**config.mk**
```make
export PLATFORM = sky130hd
export DESIGN_NAME = sd_gen_solver
export DESIGN_NICKNAME = d
export VERILOG_FILES = /design/src/rtl/sd_gen_pkg.sv /design/src/rtl/sd_gen_cand.sv /design/src/rtl/sd_gen_solver.sv
export SDC_FILE = /design/constraint.sdc
export NUM_CORES = 2
export LEC_CHECK = 0
export BUFFER_PORTS_ARGS = -buffer_cell sky130_fd_sc_hd__buf_2
export CAP_MARGIN = 0
export CELL_PAD_IN_SITES_DETAIL_PLACEMENT = 1
export CELL_PAD_IN_SITES_GLOBAL_PLACEMENT = 1
export CORE_ASPECT_RATIO = 1.75
export CORE_UTILIZATION = 48
export CTS_CLUSTER_DIAMETER = 30
export DETAILED_ROUTE_END_ITERATION = 10
export GPL_ROUTABILITY_DRIVEN = 0
export PLACE_DENSITY_LB_ADDON = 0.1
export SYNTH_ARGS = -nofsm -noshare
export SYNTH_HDL_FRONTEND = slang
export SYNTH_SLANG_ARGS = --single-unit
```
**constraint.sdc**
```tcl
create_clock -name clk -period 12.4 [get_ports clk]
set_clock_uncertainty 0.2 [all_clocks]
set_input_delay 0.62 -clock clk [delete_from_list [all_inputs] [get_ports clk]]
set_output_delay 0.62 -clock clk [all_outputs]
set_load 0.02 [all_outputs]
```
**src/rtl/sd_gen_pkg.sv**
```systemverilog
// rtl/sd_gen_pkg.sv - shared types, sizes and cell index helpers for the sudoku solver
// Purpose: FSM state enum, grid/digit sizes, cell -> row/col/box mapping and
//          digit -> one-hot mask helper used by the solver and the legality check.
// Ports:   none (package).
package sd_gen_pkg;

  localparam int GRID_CELLS = 81;
  localparam int DIGITS     = 9;

  typedef enum logic [2:0] {
    IDLE,
    LOAD,
    SOLVE,
    EMIT,
    FAIL
  } state_t;

  function automatic logic [3:0] row_of(input logic [6:0] idx);
    return 4'(idx / 7'd9);
  endfunction

  function automatic logic [3:0] col_of(input logic [6:0] idx);
    return 4'(idx % 7'd9);
  endfunction

  function automatic logic [3:0] box_of(input logic [6:0] idx);
    logic [3:0] r;
    logic [3:0] c;
    r = row_of(idx);
    c = col_of(idx);
    return 4'((r / 4'd3) * 4'd3 + c / 4'd3);
  endfunction

  // One-hot bit for digits 1..9; blanks and out-of-range values give no bit.
  function automatic logic [8:0] digit_bit(input logic [3:0] v);
    if (v >= 4'd1 && v <= 4'd9) return 9'd1 << (v - 4'd1);
    else return '0;
  endfunction

endpackage

```
**src/rtl/sd_gen_cand.sv**
```systemverilog
// rtl/sd_gen_cand.sv - combinational legality check of one candidate digit
// Purpose: a candidate is legal when it is a digit 1..9 absent from the
//          row, column and box used masks of the cell being tried.
// Ports:   row_mask/col_mask/box_mask - 9-bit used masks (bit k = digit k+1)
//          cand                       - candidate value
//          legal                      - candidate may be placed
module sd_gen_cand
  import sd_gen_pkg::*;
(
  input  logic [8:0] row_mask,
  input  logic [8:0] col_mask,
  input  logic [8:0] box_mask,
  input  logic [3:0] cand,
  output logic       legal
);

  logic [8:0] cand_bit;

  assign cand_bit = digit_bit(cand);
  assign legal    = (cand_bit != '0) &&
                    ((cand_bit & (row_mask | col_mask | box_mask)) == '0);

endmodule

```
**src/rtl/sd_gen_solver.sv**
```systemverilog
// rtl/sd_gen_solver.sv - streaming 9x9 sudoku loader, backtracking solver and answer emitter
// Purpose: loads 81 cells, rejects conflicting or over-blank puzzles, solves the
//          blanks depth-first one candidate per cycle, then streams the answer.
// Ports:   clk       - clock, rising edge
//          rst_n     - synchronous active-low reset
//          in_valid  - cell strobe, 81 consecutive cycles per puzzle
//          in        - cell value, 0 = blank
//          out_valid - qualifies out / out_err
//          out       - answer digit (blank answers, or full grid when OUT_MODE=1)
//          out_err   - puzzle rejected (single cycle)
module sd_gen_solver
  import sd_gen_pkg::*;
#(
  parameter int MAX_BLANK  = 15,
  parameter int OUT_MODE   = 0,
  parameter int MAX_CYCLES = 200000
) (
  input  logic       clk,
  input  logic       rst_n,
  input  logic       in_valid,
  input  logic [3:0] in,
  output logic       out_valid,
  output logic [3:0] out,
  output logic       out_err
);

  localparam int BL_AW = (MAX_BLANK < 2) ? 1 : $clog2(MAX_BLANK);
  localparam int BL_N  = 1 << BL_AW;

  state_t state, state_next;

  logic [3:0]  grid       [GRID_CELLS];
  logic [8:0]  row_used   [DIGITS];
  logic [8:0]  col_used   [DIGITS];
  logic [8:0]  box_used   [DIGITS];
  logic [6:0]  blank_list [BL_N];
  logic [6:0]  blank_cnt;
  logic [6:0]  load_idx;
  logic [6:0]  p;
  logic [6:0]  e;
  logic        conflict;
  logic [31:0] cyc_cnt;

  // Load path: the IDLE cycle that sees in_valid already carries cell 0.
  logic [6:0] ld_idx;
  logic [3:0] ld_row, ld_col, ld_box;
  logic [8:0] ld_bit;
  logic       ld_blank, ld_dup, ld_fail, ld_last;
  logic [6:0] ld_cnt_next;

  assign ld_idx      = (state == IDLE) ? 7'd0 : load_idx;
  assign ld_row      = row_of(ld_idx);
  assign ld_col      = col_of(ld_idx);
  assign ld_box      = box_of(ld_idx);
  assign ld_bit      = digit_bit(in);
  assign ld_blank    = (in == 4'd0);
  assign ld_dup      = (in > 4'd9) ||
                       ((ld_bit & (row_used[ld_row] | col_used[ld_col] | box_used[ld_box])) != '0);
  assign ld_cnt_next = blank_cnt + {6'd0, ld_blank};
  assign ld_fail     = conflict || ld_dup || (ld_cnt_next > 7'(MAX_BLANK));
  assign ld_last     = (load_idx == 7'd80);

  // Solve path: the cell at p never has its mask bits set while it is being tried.
  logic [BL_AW-1:0] p_sel, pm1_sel;
  logic [6:0] s_idx, b_idx;
  logic [3:0] s_val, s_cand, b_val;
  logic [3:0] s_row, s_col, s_box, b_row, b_col, b_box;
  logic [8:0] s_bit, b_bit;
  logic       s_legal, s_over, s_done, s_timeout;

  assign p_sel     = BL_AW'(p);
  assign pm1_sel   = BL_AW'(p - 7'd1);
  assign s_idx     = blank_list[p_sel];
  assign s_val     = grid[s_idx];
  assign s_cand    = s_val + 4'd1;
  assign s_row     = row_of(s_idx);
  assign s_col     = col_of(s_idx);
  assign s_box     = box_of(s_idx);
  assign s_bit     = digit_bit(s_cand);
  assign s_over    = (s_cand > 4'd9);
  assign s_done    = (p == blank_cnt);
  assign s_timeout = (cyc_cnt >= 32'(MAX_CYCLES - 1));

  // Previous blank: its value is committed in the masks and must be released on step-back.
  assign b_idx = blank_list[pm1_sel];
  assign b_val = grid[b_idx];
  assign b_row = row_of(b_idx);
  assign b_col = col_of(b_idx);
  assign b_box = box_of(b_idx);
  assign b_bit = digit_bit(b_val);

  sd_gen_cand u_cand (
    .row_mask (row_used[s_row]),
    .col_mask (col_used[s_col]),
    .box_mask (box_used[s_box]),
    .cand     (s_cand),
    .legal    (s_legal)
  );

  // Emit path.
  logic [BL_AW-1:0] e_sel;
  logic [6:0] emit_len;
  logic [3:0] emit_val;
  logic       emit_last;

  assign e_sel     = BL_AW'(e);
  assign emit_len  = (OUT_MODE != 0) ? 7'd81 : ((blank_cnt == 7'd0) ? 7'd1 : blank_cnt);
  assign emit_val  = (OUT_MODE != 0) ? grid[e] :
                     ((blank_cnt == 7'd0) ? 4'd0 : grid[blank_list[e_sel]]);
  assign emit_last = (e == emit_len - 7'd1);

  logic       clear_all;
  logic       ov_d, oe_d;
  logic [3:0] o_d;

  always_comb begin
    state_next = state;
    ov_d       = 1'b0;
    o_d        = 4'd0;
    oe_d       = 1'b0;
    case (state)
      IDLE: if (in_valid) state_next = LOAD;
      LOAD: begin
        if (!in_valid) state_next = IDLE;
        else if (ld_last) begin
          if (ld_fail)                  state_next = FAIL;
          else if (ld_cnt_next == 7'd0) state_next = EMIT;
          else                          state_next = SOLVE;
        end
      end
      SOLVE: begin
        if (s_done)                     state_next = EMIT;
        else if (s_timeout)             state_next = FAIL;
        else if (s_over && p == 7'd0)   state_next = FAIL;
      end
      EMIT: begin
        ov_d = 1'b1;
        o_d  = emit_val;
        if (emit_last) state_next = IDLE;
      end
      FAIL: begin
        ov_d       = 1'b1;
        oe_d       = 1'b1;
        state_next = IDLE;
      end
      default: state_next = IDLE;
    endcase
  end

  assign clear_all = (state != IDLE) && (state_next == IDLE);

  always_ff @(posedge clk) begin
    if (!rst_n) state <= IDLE;
    else        state <= state_next;
  end

  always_ff @(posedge clk) begin
    if (!rst_n || clear_all) begin
      for (int i = 0; i < GRID_CELLS; i++) grid[i] <= '0;
      for (int i = 0; i < DIGITS; i++) begin
        row_used[i] <= '0;
        col_used[i] <= '0;
        box_used[i] <= '0;
      end
      for (int i = 0; i < BL_N; i++) blank_list[i] <= '0;
      blank_cnt <= '0;
      load_idx  <= '0;
      p         <= '0;
      e         <= '0;
      conflict  <= 1'b0;
      cyc_cnt   <= '0;
    end else begin
      case (state)
        IDLE, LOAD: begin
          if (in_valid) begin
            grid[ld_idx] <= in;
            if (ld_blank) begin
              if (blank_cnt < 7'(MAX_BLANK)) blank_list[BL_AW'(blank_cnt)] <= ld_idx;
              blank_cnt <= ld_cnt_next;
            end else begin
              row_used[ld_row] <= row_used[ld_row] | ld_bit;
              col_used[ld_col] <= col_used[ld_col] | ld_bit;
              box_used[ld_box] <= box_used[ld_box] | ld_bit;
            end
            if (ld_dup) conflict <= 1'b1;
            load_idx <= ld_idx + 7'd1;
          end
        end
        SOLVE: begin
          cyc_cnt <= cyc_cnt + 32'd1;
          if (!s_done) begin
            if (!s_over) begin
              // An illegal candidate is still written so the next cycle tries the one after it.
              grid[s_idx] <= s_cand;
              if (s_legal) begin
                row_used[s_row] <= row_used[s_row] | s_bit;
                col_used[s_col] <= col_used[s_col] | s_bit;
                box_used[s_box] <= box_used[s_box] | s_bit;
                p <= p + 7'd1;
              end
            end else begin
              grid[s_idx] <= 4'd0;
              if (p != 7'd0) begin
                row_used[b_row] <= row_used[b_row] & ~b_bit;
                col_used[b_col] <= col_used[b_col] & ~b_bit;
                box_used[b_box] <= box_used[b_box] & ~b_bit;
                p <= p - 7'd1;
              end
            end
          end
        end
        EMIT: e <= e + 7'd1;
        default: ;
      endcase
    end
  end

  always_ff @(posedge clk) begin
    if (!rst_n) begin
      out_valid <= 1'b0;
      out       <= 4'd0;
      out_err   <= 1'b0;
    end else begin
      out_valid <= ov_d;
      out       <= o_d;
      out_err   <= oe_d;
    end
  end

endmodule

```
==> impl_metrics.py <==
metrics = {
    "status": {
        "outcome": "complete, but fails checks",
        "failing_checks": "capacitance limit, slew limit",
    },
    "routing": {
        "wl_met2_um": 175200,
        "detail-route-antenna-nets": 0,
        "detailroute.wirelength.met3_um": 38610,
        "drt_met1_wl_um": 107500,
        "drt_drc_violations_left": 0,
        "drtPass1Iterations": 8,
        "dr.first_iter.drc_count": 8133,
        "avgViaCountPerCell": 7.358,
        "dr_total_vias": 69130,
        "routed_wl_um": 375600,
        "post_drt_wl_per_cell_um": 39.97,
        "routed.top_layer": "met5",
    },
    "cts": {
        "clock_insertion_delay_worst_skew_ns": 0.86,
        "cts_tree": "done",
        "cts_buffers": 182,
        "tritoncts_num_sinks": 1134,
        "clockBufferDepth": 4,
        "h_tree_levels": 4,
        "cts.root.buffer_cell": "sky130_fd_sc_hd__clkbuf_16",
        "path_clk_slew_ns": 0.06,
    },
    "finish": {
        "num-nets-final": 7258,
        "final_cell_area_sq_um": 87290,
        "layout-drive-gt1-share_pct": 23.68,
        "synthToLayoutAreaGrowth_pct": 15.82,
    },
    "worst_setup_path": {
        "stages_on_the_worst_setup_path": 40,
        "crit_path_top_delay_cell": "sky130_fd_sc_hd__or4_1",
        "worst-endpoint-required_ns": 12.75,
        "worstRegToRegCells": 40,
        "critical_path.n_buffers_inverters": 11,
        "timing.rr.start": "state[2]",
        "cpMostUsedCell": "sky130_fd_sc_hd__buf_4",
        "regToRegEndpoint": "grid[25][1]",
        "timing.critical_path.fanout_max": 30,
        "crit_end": "grid[25][1]",
        "cp_slowest_stage_delay_ns": 0.68,
        "worstSetupPathType": "reg -> reg",
        "crit_path_end_kind": "flip-flop",
        "setup.worst_path.start_class": "flip-flop",
        "worst_ep_arrival_time_ns": 12.57,
        "setup.reg_to_reg.worst_slack_ns": 0.18,
        "cp-startpoint": "state[2]",
        "cpLargestDelayFamily": "simple AND/OR/NAND/NOR gates",
    },
    "power": {
        "power.density_cell_area_nw_per_um2": 195.3,
        "power_leakage_nw": 30.38,
        "irDropWorstVdd_mv": 0.3254,
    },
    "sta": {
        "post-route-min-period_ns": 12.22,
        "slew_viol_final": 11,
        "final_worst_setup_slack_ns": 0.1825,
        "worst_slew_pin_slew_ns": 1.632,
        "fmax_ghz": 0.08185,
        "report.final.hold_viol_count": 0,
        "worst_hold_slack_ns": 0.2082,
        "report.final.setup_viol": 0,
        "timing.max_slew.rel_slack_pct": -10.23,
        "final.period_utilization_pct": 98.53,
    },
    "synth": {
        "synth_enable_flop_cells": 1056,
        "mappedNetlistArea_sq_um": 75360,
        "netlist-cell-type-count": 122,
        "synthTopCellsByArea": "sky130_fd_sc_hd__edfxtp_1 42%, sky130_fd_sc_hd__mux4_2 17%, sky130_fd_sc_hd__nand2_1 4.6%",
        "synthesis.area_per_instance_sq_um": 10.84,
        "most_frequent_cells_after_synthesis": "1056 x sky130_fd_sc_hd__edfxtp_1, 918 x sky130_fd_sc_hd__nand2_1, 894 x sky130_fd_sc_hd__nor2_1",
        "synth-warning-count": 0,
        "synth_seq_area_share_pct": 44.15,
        "async_reset_ff_share_pct": 0,
        "yosysMostFrequentCell": "sky130_fd_sc_hd__edfxtp_1",
        "synth_flop_cell": "sky130_fd_sc_hd__edfxtp_1",
        "synth.ff_latch_count": 1134,
        "syn-instance-count": 6954,
        "synth_area_leader_cell": "sky130_fd_sc_hd__edfxtp_1",
        "yosys.area.top_type_share_pct": 42.08,
    },
    "placed_design": {
        "post_dp_cell_area_sq_um": 80830,
        "preCtsSetupSlack_ns": -0.2806,
        "port_buffers": 12,
        "post-dp-hpwl_um": 266400,
    },
    "global_route": {
        "global_route_wire_length_before_repair_um": 531700,
        "grt_start_max_net_pins": 102,
        "grt.total_usage_pct": 47.54,
        "number_of_antenna_violations_at_the_first_check_in_global_routing": 40,
        "grt_pass1_vias": 71010,
        "gr-total-overflow": 0,
    },
    "floorplanning": {
        "core_area_sq_um": 156200,
        "die_area_sq_um": 158700,
        "floorplan.initialDensity_pct": 48.26,
        "die_width_um": 301.5,
        "dieHeight_um": 526.2,
        "io-pin-count": 13,
        "placementRows": 192,
    },
    "hold_path": {
        "hold_path_class": "in -> reg",
    },
    "flow_run": {
        "maxCapViolations": 4,
    },
}
cell usage in the layout (no fill, tap or decap), types with 43 or more instances in the layout:
cell                        netlist  routed
sky130_fd_sc_hd__mux4_2         561     555
sky130_fd_sc_hd__nor4_1          50      45
sky130_fd_sc_hd__nor2_1         894     886
sky130_fd_sc_hd__ha_1            50      47
sky130_fd_sc_hd__and3_1          80      80
sky130_fd_sc_hd__mux2i_1        216     216
sky130_fd_sc_hd__inv_1          123     117
sky130_fd_sc_hd__a211oi_1        94      91
sky130_fd_sc_hd__a21oi_1        223     216
sky130_fd_sc_hd__o211ai_1        60      60
sky130_fd_sc_hd__o22ai_1         56      54
sky130_fd_sc_hd__buf_4           13     568
sky130_fd_sc_hd__edfxtp_1      1056    1056
sky130_fd_sc_hd__nand4_1         79      79
sky130_fd_sc_hd__xnor2_1         48      43
sky130_fd_sc_hd__clkbuf_16        0     184
sky130_fd_sc_hd__mux2_2          64      62
sky130_fd_sc_hd__nand3_1        369     361
sky130_fd_sc_hd__and2_1          48      47
sky130_fd_sc_hd__a31oi_1         77      75
sky130_fd_sc_hd__dfxtp_1         78      74
sky130_fd_sc_hd__o21ai_0        243     231
sky130_fd_sc_hd__nor3_1         114     108
sky130_fd_sc_hd__nand2b_1        47      43
sky130_fd_sc_hd__nor2b_1        126     126
sky130_fd_sc_hd__nand2_1        918     911
layer usage:
layer	vias to the layer above	track usage (%)
met5	-	0.03092
met4	42	52.52
met3	2352	14.89
met2	5174	76.02
met1	34350	45.90
li1	27210	-
report_power, final:
part | switching [mW] | total, mW | internal, mW
sequential | 0.239 | 4.67 | 4.43
combinational | 4.48 | 7.24 | 2.77
clock | 2.03 | 5.13 | 3.10
worst min path at each step:
stage	end	slack, ns	depth (start not counted)	startpoint
3_3_place_gp	conflict	0.26	2	conflict
5_1_grt	load_idx[1]	0.23	4	in_valid
2_1_floorplan	conflict	0.24	2	conflict
4_1_cts	load_idx[1]	0.18	4	in_valid
6_report	load_idx[1]	0.21	4	in_valid
3_5_place_dp	conflict	0.28	2	conflict
worst register-to-register path, delay by kind of cell (launching register included):
kind	cells	cell delay [ns]
compound gates	10	3.27
fa+ha+maj	4	0.98
buf+inv	11	2.58
flops	1	0.34
mux	2	1.20
simple gates	13	3.35
kinds of logic (layout without fill, tap and decap cells):
family,Yosys count,after routing,share of synthesized area [%]
AND/OR/NAND/NOR,2892,2892,17.62
adder cells (fa/ha/maj),58,58,1.043
buffers and inverters,701,1076,3.840
other,1,31,0.004976
XOR/XNOR,91,91,1.058
multiplexers,851,851,20.75
AO/OA/AOI/OAI,1226,1226,11.53
flip-flops,1134,1134,44.15
sequential cells by signal, indices dropped and copies added (netlist names), 3 cells and up, named ones only:
register and count:
grid 512, box_used 144, col_used 144, row_used 144, blank_list 112, cyc_cnt 32, blank_cnt 7, e 7
load_idx 7, p 7, out 4, state 3
stage by stage:
stage | setup TNS (ns) | cells | total power [mW] | util, %
after detailed placement | -68.10 | 9031 | 11.44 | 51.77
after global placement | 0 | 9031 | 11.31 | 51.77
after global routing | -0.03972 | 9374 | 17.25 | 55.86
after floorplan | 0 | 6960 | 8.819 | -
final | 0 | 9396 | 17.05 | 55.90
after CTS | 0 | 9358 | 16.54 | 55.66
repair_timing:
| action | in CTS | in global routing |
|---|---|---|
| hold endpoints to repair | 3 | 0 |
| buffers inserted | 0 | 11 |
| setup endpoints to repair | 706 | 2168 |
| gates cloned | 0 | 0 |
| pin swaps | 0 | 3 |
| gates resized for setup | 3 | 33 |
| hold buffers | 1 | 0 |
final cells by class:
cell class	instances	area [sq um]
Fill cell	16360	68860
Multi-Input combinational cell	5125	39760
Sequential cell	1134	33280
Timing Repair Buffer	619	5089
Clock buffer	195	4646
Tap cell	2037	2549
Clock inverter	131	1398
Inverter	131	503.0
Antenna cell	24	60.06
(Power assumes the default switching activity.)
